<file path="src/rtl/cdb_arbiter_pkg.sv">
// Shared types and constants for the common data bus arbiter.
// Holds the broadcast entry layout and the pointer-width helper used by the arbiter and picker.
package cdb_arbiter_pkg;

  localparam int CDB_CHANNELS = 2;
  localparam int CDB_DATA_W   = 32;
  localparam int REG_W        = 6;

  // The result field width must match the arbiter's DATA_W parameter.
  typedef struct packed {
    logic [CDB_DATA_W-1:0] result;
    logic [REG_W-1:0]      arn;
    logic [REG_W-1:0]      rrn;
    logic                  tag;
    logic                  valid;
  } cdb_entry_t;

  function automatic int ptr_width(input int n);
    return (n > 1) ? $clog2(n) : 1;
  endfunction

endpackage

</file>
<file path="src/rtl/cdb_arbiter_rr_pick2.sv">
// Combinational round-robin picker: selects up to two requesters per cycle.
// The scan starts at ptr and wraps; the first hit goes to channel 0, the second to channel 1.
module rr_pick2
  import cdb_arbiter_pkg::*;
#(
  parameter int REQ_COUNT = 4,
  parameter int PTR_W     = ptr_width(REQ_COUNT)
) (
  input  logic [REQ_COUNT-1:0]                    req,
  input  logic [PTR_W-1:0]                        ptr,
  output logic [CDB_CHANNELS-1:0][REQ_COUNT-1:0]  grant,
  output logic [CDB_CHANNELS-1:0]                 grant_valid,
  output logic [PTR_W-1:0]                        last_idx
);

  always_comb begin
    int               idx;
    logic [PTR_W-1:0] sel;
    grant       = '0;
    grant_valid = '0;
    last_idx    = '0;
    idx         = 0;
    sel         = '0;
    for (int k = 0; k < REQ_COUNT; k++) begin
      idx = int'(ptr) + k;
      if (idx >= REQ_COUNT) begin
        idx = idx - REQ_COUNT;
      end
      sel = PTR_W'(idx);
      if (req[sel]) begin
        if (!grant_valid[0]) begin
          grant[0][sel]  = 1'b1;
          grant_valid[0] = 1'b1;
          last_idx       = sel;
        end else if (!grant_valid[1]) begin
          grant[1][sel]  = 1'b1;
          grant_valid[1] = 1'b1;
          last_idx       = sel;
        end
      end
    end
  end

endmodule

</file>
<file path="src/rtl/cdb_arbiter.sv">
// Two-channel common data bus arbiter with round-robin grants and speculative-tag flush.
// Optional build macro CDB_ARB_STATS_EN adds o_conflict_cnt, a saturating count of oversubscribed cycles.
module cdb_arbiter
  import cdb_arbiter_pkg::*;
#(
  parameter int REQ_COUNT = 4,
  parameter int DATA_W    = CDB_DATA_W
) (
  input  logic                           clock,
  input  logic                           reset,
  input  logic                           i_delete_tag,
  input  logic [REQ_COUNT-1:0]           i_req,
  input  logic [REQ_COUNT*DATA_W-1:0]    i_result,
  input  logic [REQ_COUNT*REG_W-1:0]     i_arn,
  input  logic [REQ_COUNT*REG_W-1:0]     i_rrn,
  input  logic [REQ_COUNT-1:0]           i_tag,
  output logic [REQ_COUNT-1:0]           o_ack,
  output logic [CDB_CHANNELS-1:0]        o_cdb_valid,
  output logic [CDB_CHANNELS*DATA_W-1:0] o_cdb_result,
  output logic [CDB_CHANNELS*REG_W-1:0]  o_cdb_arn,
  output logic [CDB_CHANNELS*REG_W-1:0]  o_cdb_rrn,
  output logic [CDB_CHANNELS-1:0]        o_cdb_tag
`ifdef CDB_ARB_STATS_EN
  ,
  output logic [31:0]                    o_conflict_cnt
`endif
);

  localparam int PTR_W = ptr_width(REQ_COUNT);

  logic [PTR_W-1:0]                       rr_ptr;
  logic [PTR_W-1:0]                       last_idx;
  logic [REQ_COUNT-1:0]                   killed;
  logic [REQ_COUNT-1:0]                   live;
  logic [CDB_CHANNELS-1:0][REQ_COUNT-1:0] grant;
  logic [CDB_CHANNELS-1:0]                grant_valid;
  cdb_entry_t                             chan_q [CDB_CHANNELS];
  cdb_entry_t                             chan_d [CDB_CHANNELS];

  // Speculative results are consumed without ever reaching the bus while a flush is active.
  assign killed = i_delete_tag ? (i_req & i_tag) : '0;
  assign live   = i_req & ~killed;

  rr_pick2 #(
    .REQ_COUNT (REQ_COUNT),
    .PTR_W     (PTR_W)
  ) u_pick (
    .req         (live),
    .ptr         (rr_ptr),
    .grant       (grant),
    .grant_valid (grant_valid),
    .last_idx    (last_idx)
  );

  assign o_ack = reset ? '0 : (grant[0] | grant[1] | killed);

  // Channel entries are rebuilt from fresh grants every cycle, so a tagged entry
  // that is already on the bus never survives into the next cycle.
  always_comb begin
    for (int c = 0; c < CDB_CHANNELS; c++) begin
      chan_d[c] = '0;
      for (int r = 0; r < REQ_COUNT; r++) begin
        if (grant[c][r]) begin
          chan_d[c].result = CDB_DATA_W'(i_result[r*DATA_W +: DATA_W]);
          chan_d[c].arn    = i_arn[r*REG_W +: REG_W];
          chan_d[c].rrn    = i_rrn[r*REG_W +: REG_W];
          chan_d[c].tag    = i_tag[r];
          chan_d[c].valid  = 1'b1;
        end
      end
    end
  end

  always_ff @(posedge clock) begin
    if (reset) begin
      rr_ptr <= '0;
      for (int c = 0; c < CDB_CHANNELS; c++) begin
        chan_q[c] <= '0;
      end
    end else begin
      for (int c = 0; c < CDB_CHANNELS; c++) begin
        chan_q[c] <= chan_d[c];
      end
      if (|grant_valid) begin
        rr_ptr <= (last_idx == PTR_W'(REQ_COUNT - 1)) ? '0 : last_idx + PTR_W'(1);
      end
    end
  end

  always_comb begin
    o_cdb_valid  = '0;
    o_cdb_result = '0;
    o_cdb_arn    = '0;
    o_cdb_rrn    = '0;
    o_cdb_tag    = '0;
    for (int c = 0; c < CDB_CHANNELS; c++) begin
      o_cdb_valid[c]                    = chan_q[c].valid;
      o_cdb_result[c*DATA_W +: DATA_W]  = DATA_W'(chan_q[c].result);
      o_cdb_arn[c*REG_W +: REG_W]       = chan_q[c].arn;
      o_cdb_rrn[c*REG_W +: REG_W]       = chan_q[c].rrn;
      o_cdb_tag[c]                      = chan_q[c].tag;
    end
  end

`ifdef CDB_ARB_STATS_EN
  logic [31:0] conflict_cnt;

  // Only live requests count: killed results do not compete for a channel.
  always_ff @(posedge clock) begin
    if (reset) begin
      conflict_cnt <= '0;
    end else if (($countones(live) > 2) && (conflict_cnt != 32'hFFFF_FFFF)) begin
      conflict_cnt <= conflict_cnt + 32'd1;
    end
  end

  assign o_conflict_cnt = conflict_cnt;
`endif

endmodule

</file>
<file path="config.mk">
export PLATFORM = sky130hd
export DESIGN_NAME = cdb_arbiter
export DESIGN_NICKNAME = d
export VERILOG_FILES = /design/src/rtl/cdb_arbiter_pkg.sv /design/src/rtl/cdb_arbiter_rr_pick2.sv /design/src/rtl/cdb_arbiter.sv
export SDC_FILE = /design/constraint.sdc
export NUM_CORES = 1
export LEC_CHECK = 0
export CAP_MARGIN = 20
export CORE_ASPECT_RATIO = 1.1
export CORE_MARGIN = 10
export CORE_UTILIZATION = 45
export CTS_CLUSTER_DIAMETER = 40
export DETAILED_ROUTE_END_ITERATION = 16
export PLACE_DENSITY_LB_ADDON = 0.15
export SLEW_MARGIN = 20
export SYNTH_ARGS = -nofsm -noshare
export SYNTH_HDL_FRONTEND = slang
export SYNTH_SLANG_ARGS = --single-unit
</file>
<file path="constraint.sdc">
create_clock -name clock -period 9 [get_ports clock]
set_clock_uncertainty 0.2 [all_clocks]
set_input_delay 1.8 -clock clock [delete_from_list [all_inputs] [get_ports clock]]
set_output_delay 1.8 -clock clock [all_outputs]
set_load 0.05 [all_outputs]
</file>
# Yosys cells after proc, flatten, opt, wreduce, memory -nomap -nowiden
# Memory sizes are Yosys's and may differ from the RTL's.
# Index checks and enable logic that the tools add are counted.
totals:
  reg_bits: 2
  latchBits: 0
  ramBits: 92
  romBits: 0
  input_bits: 187
  out_inout_bits: 96
  word_cells: 107
  mem_count: 1
op_classes:
  add_sub_neg: 8
  mul: 0
  div_mod_pow: 0
  n_lt_le_gt_ge: 12
  n_eq_ne: 1
  shift: 0
  n_mux: 66
  bitwise_logic: 13
  n_reduce_logical: 5
memory_table:
  columns: ["memory", "depth", "word_bits", "rd", "rd_clocked_by_memory_dff", "write_ports", "line_no", "rtl"]
  rows:
  - ["chan_q", 2, 46, 2, 0, 2, "cdb_arbiter.sv:37", "cdb_entry_t chan_q [CDB_CHANNELS];"]
ops:
  columns: ["op", "n"]
  rows:
  - ["46-bit 2-to-1 mux", 10]
  - ["4-bit 2-to-1 mux", 12]
  - ["2-bit 2-to-1 mux", 18]
  - ["4-bit OR", 7]
  - ["8-bit 2-to-1 mux", 3]
  - ["1-bit 2-to-1 mux", 15]
  - ["2-bit by 3-bit less-than comparator with 1-bit output, second input constant", 4]
  - ["3-bit greater-or-equal comparator, second input constant", 3]
  - ["4-bit bitwise AND", 2]
  - ["1-bit binary-select mux with 2-bit select", 4]
  - ["1-bit demux with 2-bit select", 4]
  - ["2-bit by 1-bit greater-or-equal comparator with 1-bit output, second input constant", 4]
  - ["2-bit by 1-bit subtractor with 2-bit output, second input constant", 4]
  - ["2-bit by 2-bit adder with 3-bit output, second input constant", 2]
  - ["1-bit logical AND", 4]
  - ["4-bit inverter", 1]
  - ["4-bit OR, first input constant", 1]
  - ["2-bit by 1-bit adder with 3-bit output, second input constant", 1]
  - ["2-bit by 3-bit greater-or-equal comparator with 1-bit output, second input constant", 1]
  - ["2-bit by 1-bit adder with 2-bit output, second input constant", 1]
  - ["2-bit equality test, second input constant", 1]
  - ["1-bit OR", 2]
  - ["2-bit OR reduction", 1]

# Longest topological paths before layout
# Gate-level depths: netlist of the first run.
logic_depth:
  ltp_word: 24
  ltp_mapped: 16
  mapped_depth_nobuf: 10

# Cells and area by module
# From an unflattened synthesis of the first run, not the netlist that was laid out.
unflattened:
  cells_unflattened: 651
  hier_area_um2: 5634.2
modules_own_cells:
  columns: ["module", "instances", "cells_each", "area_per_inst_um2", "seq_area_each_um2"]
  rows:
  - ["cdb_arbiter", 1, 555, 4942.2, 1881.8]
  - ["rr_pick2", 1, 96, 691.9, 0.0]

# Worst setup path after synthesis of the first run
# No wires, ideal clock.
synth_timing:
  kind: "input -> output"
  from: "input port i_req[3]"
  to: "output port o_ack[3]"
  t_arrival_ns: 4.193
  t_required_ns: 7.000
  setup_slack_ns: 2.807
  stages: 10
  n_path_buf: 2
  path_cell_list: "a21bo_2 -> buf_2 -> or4_1 -> a31oi_1 -> a311o_1 -> nand3_1 -> and2_1 -> buf_2 -> nor2b_1 -> a21oi_1"
synth_via:
  elab_chain_len: 20
  elab_cells_between_ends: 37
  cone_classes: "mux (27); bitwise (10)"
synth_rtl:
  columns: ["item", "line_no", "rtl"]
  rows:
  - ["start, declared", "cdb_arbiter.sv:12", "input logic [REQ_COUNT-1:0] i_req,"]
  - ["4-bit bitwise AND", "cdb_arbiter.sv:41", "assign killed = i_delete_tag ? (i_req & i_tag) : '0;"]
  - ["4-bit 2-to-1 mux", "cdb_arbiter.sv:41", null]
  - ["4-bit inverter", "cdb_arbiter.sv:42", "assign live = i_req & ~killed;"]
  - ["4-bit bitwise AND", "cdb_arbiter.sv:42", null]
  - ["1-bit binary-select mux with 2-bit select", "cdb_arbiter_rr_pick2.sv:30", "if (req[sel]) begin"]
  - ["1-bit 2-to-1 mux (not written as such)", "cdb_arbiter_rr_pick2.sv:30", null]
  - ["1-bit 2-to-1 mux", "cdb_arbiter_rr_pick2.sv:30", null]
  - ["4-bit 2-to-1 mux", "cdb_arbiter_rr_pick2.sv:31", "if (!grant_valid[0]) begin"]
  - ["[... 4 more ...]", null, null]
  - ["8-bit 2-to-1 mux", "cdb_arbiter_rr_pick2.sv:30", null]
  - ["4-bit OR (no source line)", null, null]
  - ["4-bit 2-to-1 mux", "cdb_arbiter_rr_pick2.sv:35", "end else if (!grant_valid[1]) begin"]
  - ["4-bit 2-to-1 mux", "cdb_arbiter_rr_pick2.sv:31", null]
  - ["8-bit 2-to-1 mux", "cdb_arbiter_rr_pick2.sv:30", null]
  - ["4-bit OR", "cdb_arbiter.sv:55", "assign o_ack = reset ? '0 : (grant[0] | grant[1] | killed);"]
  - ["4-bit OR (*)", "cdb_arbiter.sv:55", null]
  - ["4-bit 2-to-1 mux (*)", "cdb_arbiter.sv:55", null]
  - ["end, declared", "cdb_arbiter.sv:17", "output logic [REQ_COUNT-1:0] o_ack,"]
# Every way passes the cells marked *; elsewhere a longest branch is shown, timed or not. The select of a mux whose other input is x is not followed.

# Worst setup path in the final report of the first run
layout_timing:
  from: "input port i_delete_tag"
  to: "output port o_ack[2]"
layout_via:
  elab_chain_len: 19
  elab_cells_between_ends: 36
  cone_classes: "mux (27); bitwise (9)"
layout_rtl:
  columns: ["item", "line_no", "rtl"]
  rows:
  - ["start, declared", "cdb_arbiter.sv:11", "input logic i_delete_tag,"]
  - ["4-bit 2-to-1 mux (*)", "cdb_arbiter.sv:41", null]
  - ["4-bit inverter", "cdb_arbiter.sv:42", null]
  - ["4-bit bitwise AND", "cdb_arbiter.sv:42", null]
  - ["1-bit binary-select mux with 2-bit select", "cdb_arbiter_rr_pick2.sv:30", null]
  - ["1-bit 2-to-1 mux (not written as such)", "cdb_arbiter_rr_pick2.sv:30", null]
  - ["1-bit 2-to-1 mux", "cdb_arbiter_rr_pick2.sv:30", null]
  - ["4-bit 2-to-1 mux", "cdb_arbiter_rr_pick2.sv:31", null]
  - ["8-bit 2-to-1 mux", "cdb_arbiter_rr_pick2.sv:30", null]
  - ["[... 3 more ...]", null, null]
  - ["8-bit 2-to-1 mux", "cdb_arbiter_rr_pick2.sv:30", null]
  - ["4-bit OR (no source line)", null, null]
  - ["4-bit 2-to-1 mux", "cdb_arbiter_rr_pick2.sv:35", null]
  - ["4-bit 2-to-1 mux", "cdb_arbiter_rr_pick2.sv:31", null]
  - ["8-bit 2-to-1 mux", "cdb_arbiter_rr_pick2.sv:30", null]
  - ["4-bit OR", "cdb_arbiter.sv:55", null]
  - ["4-bit OR (*)", "cdb_arbiter.sv:55", null]
  - ["4-bit 2-to-1 mux (*)", "cdb_arbiter.sv:55", null]
# Marks and branches as above.

==> results summary, run 1 <==
The first routing iteration left 909 violations. The adder-cell share of the synthesized area is 1.06%. For flop-to-flop paths, the worst setup slack is 2.89 ns. The internal portion of the total power is 0.00162 W. The post-synthesis simple-gate area fraction came out at 21.4%. The number of cells upsized or downsized after cts came out at 0. The number of non-filler instances in the completed layout is 1060.

The yosys synthesis warning count came out at 0. The hold slack came out at 0.605 ns. The fraction of power spent switching nets is 52.0%. The post-synthesis cell type count is 67. The leading area contributor after synthesis is sky130_fd_sc_hd__dfxtp_1. The die span in x is 129 um. The quantity of hold-fixing buffers added after cts is 0. The number of nets in the layout came out at 1085.

The overall die height is 140 um. Among all cell types in the netlist, the one instantiated most often is sky130_fd_sc_hd__dfxtp_1. Compared with the post-synthesis result, the final layout area differs by 51.5%. The highest attainable clock frequency is 132 MHz.

For this run, the total global-route usage over all layers was measured as 29.1%. The CTS sink count came out at 94. The floorplan core area is 0.0127 mm^2. In the synthesized netlist the dominant register cell turns out to be sky130_fd_sc_hd__dfxtp_1. The worst path setup slack after routing is 1.41 ns.

Counting tap cells, the placed design contains a total of 1039 instances. Ranked by instance count, the synthesized netlist is headed by sky130_fd_sc_hd__dfxtp_1, sky130_fd_sc_hd__nand3_1, sky130_fd_sc_hd__nor2_1. The worst setup path is launched from a primary input.

Global routing finished with a remaining overflow of 0. The critical path crosses 10 cells after its start point. For the final routed database, the setup TNS stands at 0 ns.

The total number of placement rows is 43. The number of nets in the synthesized netlist is 859. The total via count in the routed design came out at 7193.

The clock insertion delay at the later pin of the skew report came out at 0.36 ns. The number of global-route vias before repair is 6892. The port buffer count came out at 282. Entering global routing, the biggest net connects 49 pins. The clock tree from TritonCTS is yes.

The worst ir drop on vdd came out at 0.399 mV. The period utilization is 84.4%. The tool flagged a number of max-cap violations equal to 0. The depth of the worst register-to-register path came out at 10. In this run, the clock network consumes 11.6% of the power. The capturing instance or port of the critical path is o_ack[2].

Summing the areas of all xor and xnor instances in the mapped netlist gives 0.298% of the synthesized area. The number of vias per cell is 6.79. The fraction of post-synthesis cell area in the top cell type by area came out at 32.0%. The number of enable flip-flop cells after synthesis came out at 0.

The worst setup timing slack at the placement stage is 1.49 ns. The overall routed net length is 28000 um. In this run the critical register-to-register path is launched from rr_ptr[0]$_SDFFE_PP0P_. The cell sitting at the root of the clock tree is a sky130_fd_sc_hd__clkbuf_16. The dominant combinational cell family by area after synthesis is compound AO/OA/AOI/OAI gates.

Of all flip-flops after synthesis, the portion carrying an async set or reset was 0%. The total iterations of the first detailed-routing run came out at 6. The setup violation total in the final timing report came out at 0.

The overall power of the completed layout came out at 0.00338 W. The initial antenna violation count was 5. In this run the critical register-to-register path is captured at chan_q[0][48]$_SDFF_PP0_. The DRC violations left is 0. On the critical path, the stage with the largest delay is an instance of sky130_fd_sc_hd__a21boi_1. Setup repair after global routing left no endpoint under its margin. The count of pins on the block boundary is 283. The share of the synthesized area in compound gates (AO/OA/AOI/OAI) is 34.7%. The post-synthesis sequential area ratio is 32.0%. The count of final hold-check violations came out at 0. Counting the buffers created by CTS gives 9. The relative max-transition margin is 22.0%. Synthesis handed over a netlist of 667 instances. The leakage power is 3.13 nW. The deepest level of the CTS H-tree came out at 3. The multiplexer fraction of the synthesized cell area came out at 3.47%.

The remaining antenna violation count came out at 0. The post-synthesis cell area is 0.00588 mm^2. The proportion of layout cells with a drive suffix above 1 is 7.13%. On the worst path, the slowest cell contributes a delay of 0.87 ns. The count of pins over their slew limit is 0.

The congestion estimate from routability-driven global placement came to 0.922. Combinational logic burns 69.7% of the power. In this run the worst setup path begins at i_delete_tag. The endpoint kind of the worst setup timing path is an output pin. The kind of cell with the highest combined delay along the critical path is buffers and inverters. The maximum net fanout on the critical path is 19. The number of buffers and inverters on the critical path is 3.

In the final routed layout, each cell accounts on average for 26.4 um. By area the synthesized netlist is led by sky130_fd_sc_hd__dfxtp_1, sky130_fd_sc_hd__a221oi_1, sky130_fd_sc_hd__a221o_1. The maximum buffer depth of the clock tree came out at 2.

The mean cell area of the mapped netlist came out at 8.82 um^2. The power density of the placed cells is 379 mW/mm^2. Buffers added to address setup during post-CTS repair amount to 0. The run finished with clean final reports. At the worst endpoint, the required time is 7.00 ns. After layout, the minimum clock period comes to 7.59 ns. The classification of the worst-slack hold path is flip-flop to flip-flop. The net switching power came out at 0.00176 W. For the worst setup path, the data arrival time is 5.59 ns. The wire-length estimate of the detail-placed layout is 19600 um. The synthesized design contains 94 register bits. The die footprint is 0.0181 mm^2. The transition time at the pin with the least slew margin is 1.17 ns. The effective utilization at floorplan came out at 46.3%. Per report_power, the sequential group accounts for 18.7% of the total. The critical path goes through clkdlybuf4s50_1, a21boi_1, nand3_1, a31oi_1, a311o_1, and3_1, nor2_2, buf_4, a31oi_1, clkdlybuf4s50_1. The first global-routing pass estimated 41800 um of wire. The clock slew seen by the registers of the worst setup and hold paths is 0.07 ns. The critical path is of the primary input to output pin type.
through the flow:
step                instance area (um^2)  util (%)
detailed placement                  8610      67.8
floorplan                           5880         -
finish                              8910      70.2
CTS                                 8900      70.1
global route                        8910      70.2
global placement                    8590      67.6
placed cells by master (no fill, tap or decap), types with 14 or more instances in the layout:
master,instances
sky130_fd_sc_hd__a21oi_1,16
sky130_fd_sc_hd__a221o_1,29
sky130_fd_sc_hd__a221oi_1,36
sky130_fd_sc_hd__a22o_1,30
sky130_fd_sc_hd__a31oi_1,35
sky130_fd_sc_hd__and2_0,16
sky130_fd_sc_hd__and2_1,14
sky130_fd_sc_hd__clkdlybuf4s50_1,281
sky130_fd_sc_hd__dfxtp_1,94
sky130_fd_sc_hd__nand2b_1,33
sky130_fd_sc_hd__nand3_1,47
sky130_fd_sc_hd__nand3b_1,29
sky130_fd_sc_hd__nor2_1,40
sky130_fd_sc_hd__o22ai_1,30
sky130_fd_sc_hd__o32ai_1,16
worst min-delay path: stages, from the launching register on:
cell and delay (ns):
sky130_fd_sc_hd__dfxtp_1 0.50, sky130_fd_sc_hd__nand4_1 0.18, sky130_fd_sc_hd__a21oi_1 0.07
cell families (layout without fill, tap and decap cells):
family	count (synthesis)	after routing
AO/OA/AOI/OAI	249	249
XOR/XNOR	2	2
adder cells (fa/ha/maj)	5	5
buffers and inverters	81	312
flip-flops	94	94
multiplexers	13	13
other	0	5
AND/OR/NAND/NOR	223	223
worst min-delay path by stage:
stage / startpoint / endpoint / slack [ns] / cells past startpoint
after global placement: rr_ptr[1]$_SDFFE_PP0P_ / rr_ptr[1]$_SDFFE_PP0P_ / 0.59 / 2
final: rr_ptr[1]$_SDFFE_PP0P_ / rr_ptr[1]$_SDFFE_PP0P_ / 0.60 / 2
after detailed placement: rr_ptr[1]$_SDFFE_PP0P_ / rr_ptr[1]$_SDFFE_PP0P_ / 0.57 / 2
after floorplan: rr_ptr[1]$_SDFFE_PP0P_ / rr_ptr[1]$_SDFFE_PP0P_ / 0.45 / 3
after global routing: rr_ptr[1]$_SDFFE_PP0P_ / rr_ptr[1]$_SDFFE_PP0P_ / 0.63 / 2
after CTS: rr_ptr[1]$_SDFFE_PP0P_ / rr_ptr[1]$_SDFFE_PP0P_ / 0.59 / 2
layer usage:
metal / part of all wire [%] / GRT usage (%) / wire length (um) / vias to the layer above
met5: 0 / 0 / 0 / -
met4: 5.8 / 16.6 / 1630 / 0
met3: 11 / 8.00 / 3090 / 108
met2: 47 / 47.2 / 13200 / 561
met1: 36 / 33.6 / 10000 / 3422
li1: - / - / - / 3102
flip-flops by register name, indices dropped and copies added (netlist names):
register and count:
rr_ptr 2, chan_q 92
final cells by class:
type | instances | area (um^2)
timing repair buffer | 294 | 2920
antenna | 5 | 12.5
inverter | 2 | 7.51
clock buffer | 11 | 233
sequential | 94 | 1880
tap | 157 | 196
clock inverter | 5 | 58.8
multi-input combinational | 492 | 3600
fill | 999 | 3780
power groups by stage:
| stage | combinational (W) | clock [W] | sequential [W] |
|---|---|---|---|
| 6_report | 0.00236 | 0.000391 | 0.000632 |
| 4_1_cts | 0.00232 | 0.000391 | 0.000632 |
| 3_3_place_gp | 0.00227 | 0 | 0.000637 |
| 5_1_grt | 0.00247 | 0.000409 | 0.000642 |
| 3_5_place_dp | 0.00231 | 0 | 0.000641 |
| 2_1_floorplan | 0.00120 | 0 | 0.00107 |
(Power assumes the default switching activity.)
==> run 2: changes to the inputs <==
CORE_UTILIZATION = 42   (was 45)
clock period = 7.35 ns   (was 9 ns; I/O delays follow)
==> results summary, run 2 (synthesized netlist as in run 1, its figures left out) <==
The final routed wire length divided by cell count is 26.1 um (-1.3%). The detailed-placement wirelength estimate is 19600 um (about the same). The total iterations of the first detailed-routing run is 11 (+5). The relative max-transition margin is 27.3% (+5.3 points). The critical path's most frequent cell is sky130_fd_sc_hd__clkdlybuf4s50_1.

The count of pins over their slew limit came out at 0 (unchanged). The worst ir drop on vdd came out at 0.413 mV (+3.6%). The post-route standard cell area excluding fillers came out at 0.00897 mm^2 (+0.62%). chan_q holds more flip-flops than any other register. The number of nets in the layout is 1087 (+0.18%). The hold slack is 0.558 ns (-0.0468 ns). The CTS sink count came out at 94 (unchanged). The total instance count after detailed placement came out at 1071 (+3.1%).

The deepest level of the CTS H-tree came to 3 (unchanged). STA classifies the critical path startpoint as a primary input. The number of vias per cell is 6.49 (-4.4%). The total number of placement rows is 45 (+4.7%). The effective utilization at floorplan is 42.6% (-3.7 points). The DRC violations left came to 0 (unchanged). The data arrival time of the critical path is 5.10 ns (-0.49 ns). The maximum number of pins on one net before global-route repair came out at 74 (+51%). The buffers inserted during post-CTS setup optimization is 0 (unchanged). The number of cells upsized or downsized after cts is 0 (unchanged). The clock slew seen by the registers of the worst setup and hold paths came to 0.07 ns (about the same).

The leakage power came to 3.16 nW (+1.0%). The number of global-route vias before repair came out at 6879 (-0.19%). The number of buffers and inverters on the critical path came out at 2 (-1).

The category of cells accounting for the largest share of critical-path delay is buffers and inverters. The highest attainable clock frequency is 148 MHz. The number of max-cap violations came out at 0 (unchanged). The worst setup path is captured at an output pin. The quantity of hold-fixing buffers added after cts came out at 0 (unchanged). The total via count in the routed design came out at 7069 (-1.7%).

The run finished with clean final reports. In the layout the commonest cells are sky130_fd_sc_hd__clkdlybuf4s50_1, sky130_fd_sc_hd__dfxtp_1, sky130_fd_sc_hd__nand3_1. Walking the worst path, the cells encountered are clkdlybuf4s50_1, a21boi_1, mux2i_4, nor3_1, o21a_1, a211oi_4, a31oi_1, clkdlybuf4s50_1.

The final critical delay including setup and external delays is 6.77 ns. The port buffer count came to 282 (unchanged). For this design, the slowest cell found on the critical path is sky130_fd_sc_hd__a21boi_1. The clock tree from TritonCTS is yes.

The die span in x is 133 um (+3.0%). The first-pass GRT wire length came out at 41900 um (+0.20%). The overall die height was 144 um (+3.0%). The number of non-filler instances in the completed layout came to 1090 (+2.8%). The power density of the placed cells came out at 464 mW/mm^2 (+23%). The count of pins on the block boundary came out at 283 (unchanged). The setup violation total in the final timing report is 0 (unchanged).

Setup repair after global routing left no endpoint under its margin. The total grt overflow is 0 (unchanged). The number of flip-flops in the largest register came out at 92 (unchanged). The clock insertion delay at the later pin of the skew report is 0.35 ns (about the same). The proportion of layout cells with a drive suffix above 1 came to 7.78% (+0.65 points). The global placement routability congestion was 0.869 (-5.8%).

The overall routed net length is 28400 um (+1.5%). The die footprint is 0.0191 mm^2 (+6.1%). The overall track demand over capacity in global routing came out at 27.5% (-1.6 points). The floorplan core area came out at 0.0138 mm^2 (+8.6%). The area growth from synthesis to layout came out at 52.4%.

The reg-to-reg setup timing slack came to 1.92 ns (-0.97 ns). The maximum net fanout on the critical path came out at 14 (-5). The period utilization is 92.1%. The transition time at the pin with the least slew margin is 1.09 ns (-0.0827 ns). The initial antenna violation count came out at 1 (-4). The largest registers in the layout are chan_q: 92 flops, rr_ptr: 2 flops. The instance area after placement came out at 0.00865 mm^2 (+0.48%).

The number of DRC violations after detailed-routing iteration 0 is 703 (-23%). The maximum single-stage delay on the critical path came out at 0.92 ns (+0.05 ns). The library cell used most frequently in the layout, excluding fill and tap cells, is sky130_fd_sc_hd__clkdlybuf4s50_1. The data required time of the worst path came out at 5.68 ns (-1.32 ns).

The fill cell instance count of the final layout came out at 1172 (+17%). The critical path class is primary input to output pin. The classification of the worst-slack hold path is flip-flop to flip-flop. The overall power of the completed layout is 0.00416 W (+23%).

The remaining antenna violation count was 0 (unchanged). The tree is rooted in a sky130_fd_sc_hd__clkbuf_16. The maximum buffer depth of the clock tree came out at 2 (unchanged).

The number of buffers created by CTS is 9 (unchanged). The count of final hold-check violations was 0 (unchanged). The post-route setup TNS is 0 ns (unchanged).
run 2: cell types whose count changed in the layout (fill, tap and decap cells not counted), sizes merged:
| cell | before | now |
|---|---|---|
| buf | 13 | 17 |
| clkbuf | 11 | 10 |
| clkdlybuf4s50 | 281 | 279 |
| clkinv | 1 | 4 |
| clkinvlp | 2 | 0 |
| diode | 5 | 2 |
run 2: stage by stage:
step	worst slack, ns	utilization [%]
3_5_place_dp	0.698	62.7
3_3_place_gp	0.798	62.7
4_1_cts	0.685	64.9
2_1_floorplan	1.82	-
5_1_grt	0.432	65.0
6_report	0.581	65.0
run 2: path summary, 6_finish.rpt:
path,start,depth (start not counted),to
worst max register to register,rr_ptr[1]$_SDFFE_PP0P_,11,chan_q[0][19]$_SDFF_PP0_
worst min register to register,rr_ptr[1]$_SDFFE_PP0P_,2,rr_ptr[1]$_SDFFE_PP0P_
worst max-delay path,i_delete_tag,8,o_ack[2]
worst min-delay path,rr_ptr[1]$_SDFFE_PP0P_,2,rr_ptr[1]$_SDFFE_PP0P_
run 2: worst register-to-register path: stages (launching register included):
cell                       delay, ns
sky130_fd_sc_hd__dfxtp_1        0.67
sky130_fd_sc_hd__inv_2          0.26
sky130_fd_sc_hd__ha_1           0.81
sky130_fd_sc_hd__mux2_2         0.44
sky130_fd_sc_hd__a32oi_2        0.72
sky130_fd_sc_hd__o211ai_1       0.24
sky130_fd_sc_hd__nand4_1        0.17
sky130_fd_sc_hd__buf_4          0.56
sky130_fd_sc_hd__nor2b_4        0.31
sky130_fd_sc_hd__buf_4          0.34
sky130_fd_sc_hd__a22o_1         0.27
sky130_fd_sc_hd__a221o_1        0.32
run 2: power breakdown:
part,leakage (nW),total (W),switching (W),internal [W]
registers,0.778,0.000755,0.0000616,0.000694
clock network,0.152,0.000488,0.000216,0.000272
logic,2.23,0.00292,0.00189,0.00103
run 2: layer usage:
metal  vias to the layer above  part of all wire, %  GRT usage [%]
li1                       3107                    -              -
met1                      3389                   38           33.1
met2                       496                   48           45.2
met3                        77                  9.5           5.76
met4                         0                  4.7           14.4
met5                         -                    0              0
run 2: layout make-up:
cell class	instances	area, um^2	area share (%)
clock buffer	10	239	2.66
inverter	2	7.51	0.0837
multi-input combinational	492	3600	40.2
sequential	94	1880	21.0
antenna	2	5.00	0.0558
tap	188	235	2.62
clock inverter	6	58.8	0.656
timing repair buffer	296	2940	32.8
==> RTL edit, RTL diff (config.mk and constraints of run 2) <==
Set the package constant `CDB_CHANNELS` to 4 (it was 2).
--- a/src/rtl/cdb_arbiter_pkg.sv
+++ b/src/rtl/cdb_arbiter_pkg.sv
@@ -2,7 +2,7 @@
 // Holds the broadcast entry layout and the pointer-width helper used by the arbiter and picker.
 package cdb_arbiter_pkg;
 
-  localparam int CDB_CHANNELS = 2;
+  localparam int CDB_CHANNELS = 4;
   localparam int CDB_DATA_W   = 32;
   localparam int REG_W        = 6;
 
Interface: changed (5 resized); port bits go from 283 to 375. No check against the original RTL was run, so the function may have changed too.
==> RTL edit against run 2 <==
  * Non-clock buffer count up 7
  * Sequential power is 4.1% lower
  * Global-route usage is 0.61 points lower
  * Area after synthesis is 23% higher
  * Cell area increased by 13%
  * Utilization shrank 5.4 points
  * Sequential share of layout area is 2.4 points lower
  * Critical path depth increased by 1
  * Worst setup slack improved by 130 ps
  * Clock power is 2% higher
  * Sequential cell count stayed put
  * Power up 4.0%
  * Routed wire length grew 15%
  * Critical path type unchanged
  * Largest power group unchanged
==> RTL edit: results (changes against run 2) <==
outcome: "finished clean"
netlist_top_cells_count: "buf_4 (98), dfxtp_1 (94), a31oi_1 (90), nand3b_1 (90), o221ai_1 (69)"
hold_buffers: 0  # unchanged
sw_frac_of_total_pct: 56.2  # +4.2 points
track_usage_pct: 26.8  # -0.61 points
min_from: "rr_ptr[0]$_SDFFE_PP0P_"
slowest_stage: "clkdlybuf4s50_1"
num-fill-cells: 1563  # +33%
grt_pass1_vias: 7876  # +14%
place_ws_ps: 766  # +68.4 ps
vdd_drop_max_v: 0.000668  # +62%
globalplace.congestion: 0.848  # -2.5%
worstReg2RegStart: "rr_ptr[0]$_SDFFE_PP0P_"
ys_warn_count: 0  # unchanged
clockBufferDepth: 2  # unchanged
top_regs: "chan_q (92), rr_ptr (2)"
clock_latency_ps: 350  # about the same
cts_resized: 0  # unchanged
vias_per_cell: 5.93  # -8.6%
synth_area_leaders: "dfxtp_1 (26%), buf_4 (10%), nand3b_1 (9.3%), o221ai_1 (8.4%), a31oi_1 (7.8%)"
antenna_found_initial: 2  # +1
dp_hpwl_um: 21500  # +9.9%
async_flop_share_pct: 0  # unchanged
power.leakage_uw: 0.00363  # +15%
seq_area_frac_synth_pct: 26.0  # -6.0 points
worstHoldPathCells: 2  # unchanged
wl_um: 32700  # +15%
cts_setup_buffers: 0  # unchanged
critical-path-top-delay-family: "buffers and inverters"
reg2reg_depth: 11  # unchanged
whs_endpoint: "rr_ptr[0]$_SDFFE_PP0P_"
drt-pass1-iter-count: 5  # -6
relSlewSlack_pct: 39.7  # +12 points
crit_path_max_incr_delay_ps: 810  # -110 ps
crit_path_max_fanout: 12  # -2
worst-r2r-setup-slack_ps: 2410  # +490 ps
yosysUniqueCellTypes: 53  # -21%
nets: 1261  # +16%
grt_pass1_wl_um: 48900  # +17%
final_layout_size_suffix_gt1_share_pct: 8.29  # +0.51 points
htreeDepth: 3  # unchanged
path_clk_slew_ps: 70  # about the same
reg2reg_to: "chan_q[1][43]$_SDFF_PP0_"
grt_max_degree: 141  # +91%
drt_iter0_markers: 788  # +12%
cts_buffers: 9  # unchanged
cp.arrival_ps: 4970  # -130 ps
==> RTL edit: changes by cell type in the layout (fill, tap and decap cells not counted), moves of 36 or more <==
cell,delta
nand3b_1,+61
inv_1,+49
a221oi_1,-36
a31oi_1,+55
a32oi_1,+45
o221ai_1,+67
nand3_1,-46
conb_1,+92
==> RTL edit: how the worst max path moves through the flow <==
stage | from | endpoint | slack [ps]
floorplan | i_delete_tag | o_ack[1] | 1590
global placement | i_delete_tag | o_ack[2] | 800
detailed placement | i_delete_tag | o_ack[2] | 770
CTS | i_delete_tag | o_ack[2] | 760
global route | i_delete_tag | o_ack[2] | 460
finish | i_delete_tag | o_ack[2] | 710
==> RTL edit: layer usage <==
metal	global-route usage [%]	routed length, um	share of wire, %
met3	5.88	2500	7.7
met5	0	17	0.052
met4	9.49	897	2.7
met1	33.7	13700	42
met2	44.6	15600	48
==> RTL edit: logic make-up after synthesis <==
family                     count (synthesis)  synth area share [%]
DFF                                       94                  26.0
AOI/OAI and AO/OA                        276                  31.8
buffers and inverters                    234                  18.1
muxes                                     12                  2.53
other                                      1                0.0519
xor gates and xnor gates                   1                 0.121
adders and majority gates                  4                 0.692
and+or+nand+nor                          227                  20.6
==> RTL edit: layout make-up <==
cell class | instances | area [um2] | area share (%)
Antenna cell | 3 | 7.51 | 0.0743
Clock buffer | 10 | 239 | 2.36
Clock inverter | 5 | 58.8 | 0.582
Inverter | 50 | 188 | 1.86
Multi-Input combinational cell | 612 | 4430 | 43.8
Sequential cell | 94 | 1880 | 18.6
Tap cell | 234 | 293 | 2.90
Timing Repair Buffer | 303 | 3010 | 29.8
==> RTL edit: tightest hold or removal path, stage by stage (launching register included) <==
cell,delay [ps]
dfxtp_1,490
nor3_1,250
nor3_1,60
==> RTL edit: power groups by stage <==
stage                     logic (uW)  clock network, uW  registers (uW)
after CTS                       3070                501             725
after global routing            3280                520             736
after floorplan                 1700                  0            1180
after detailed placement        3070                  0             736
final                           3110                498             724
after global placement          3050                  0             735
==> RTL edit: per-stage QoR <==
stage	hold slack, ps	instances	instance area (um2)
after floorplan	518	940	7570
after detailed placement	621	1291	9750
final	648	1311	10100
after global routing	690	1309	10100
after global placement	639	1291	9750
after CTS	638	1306	10100
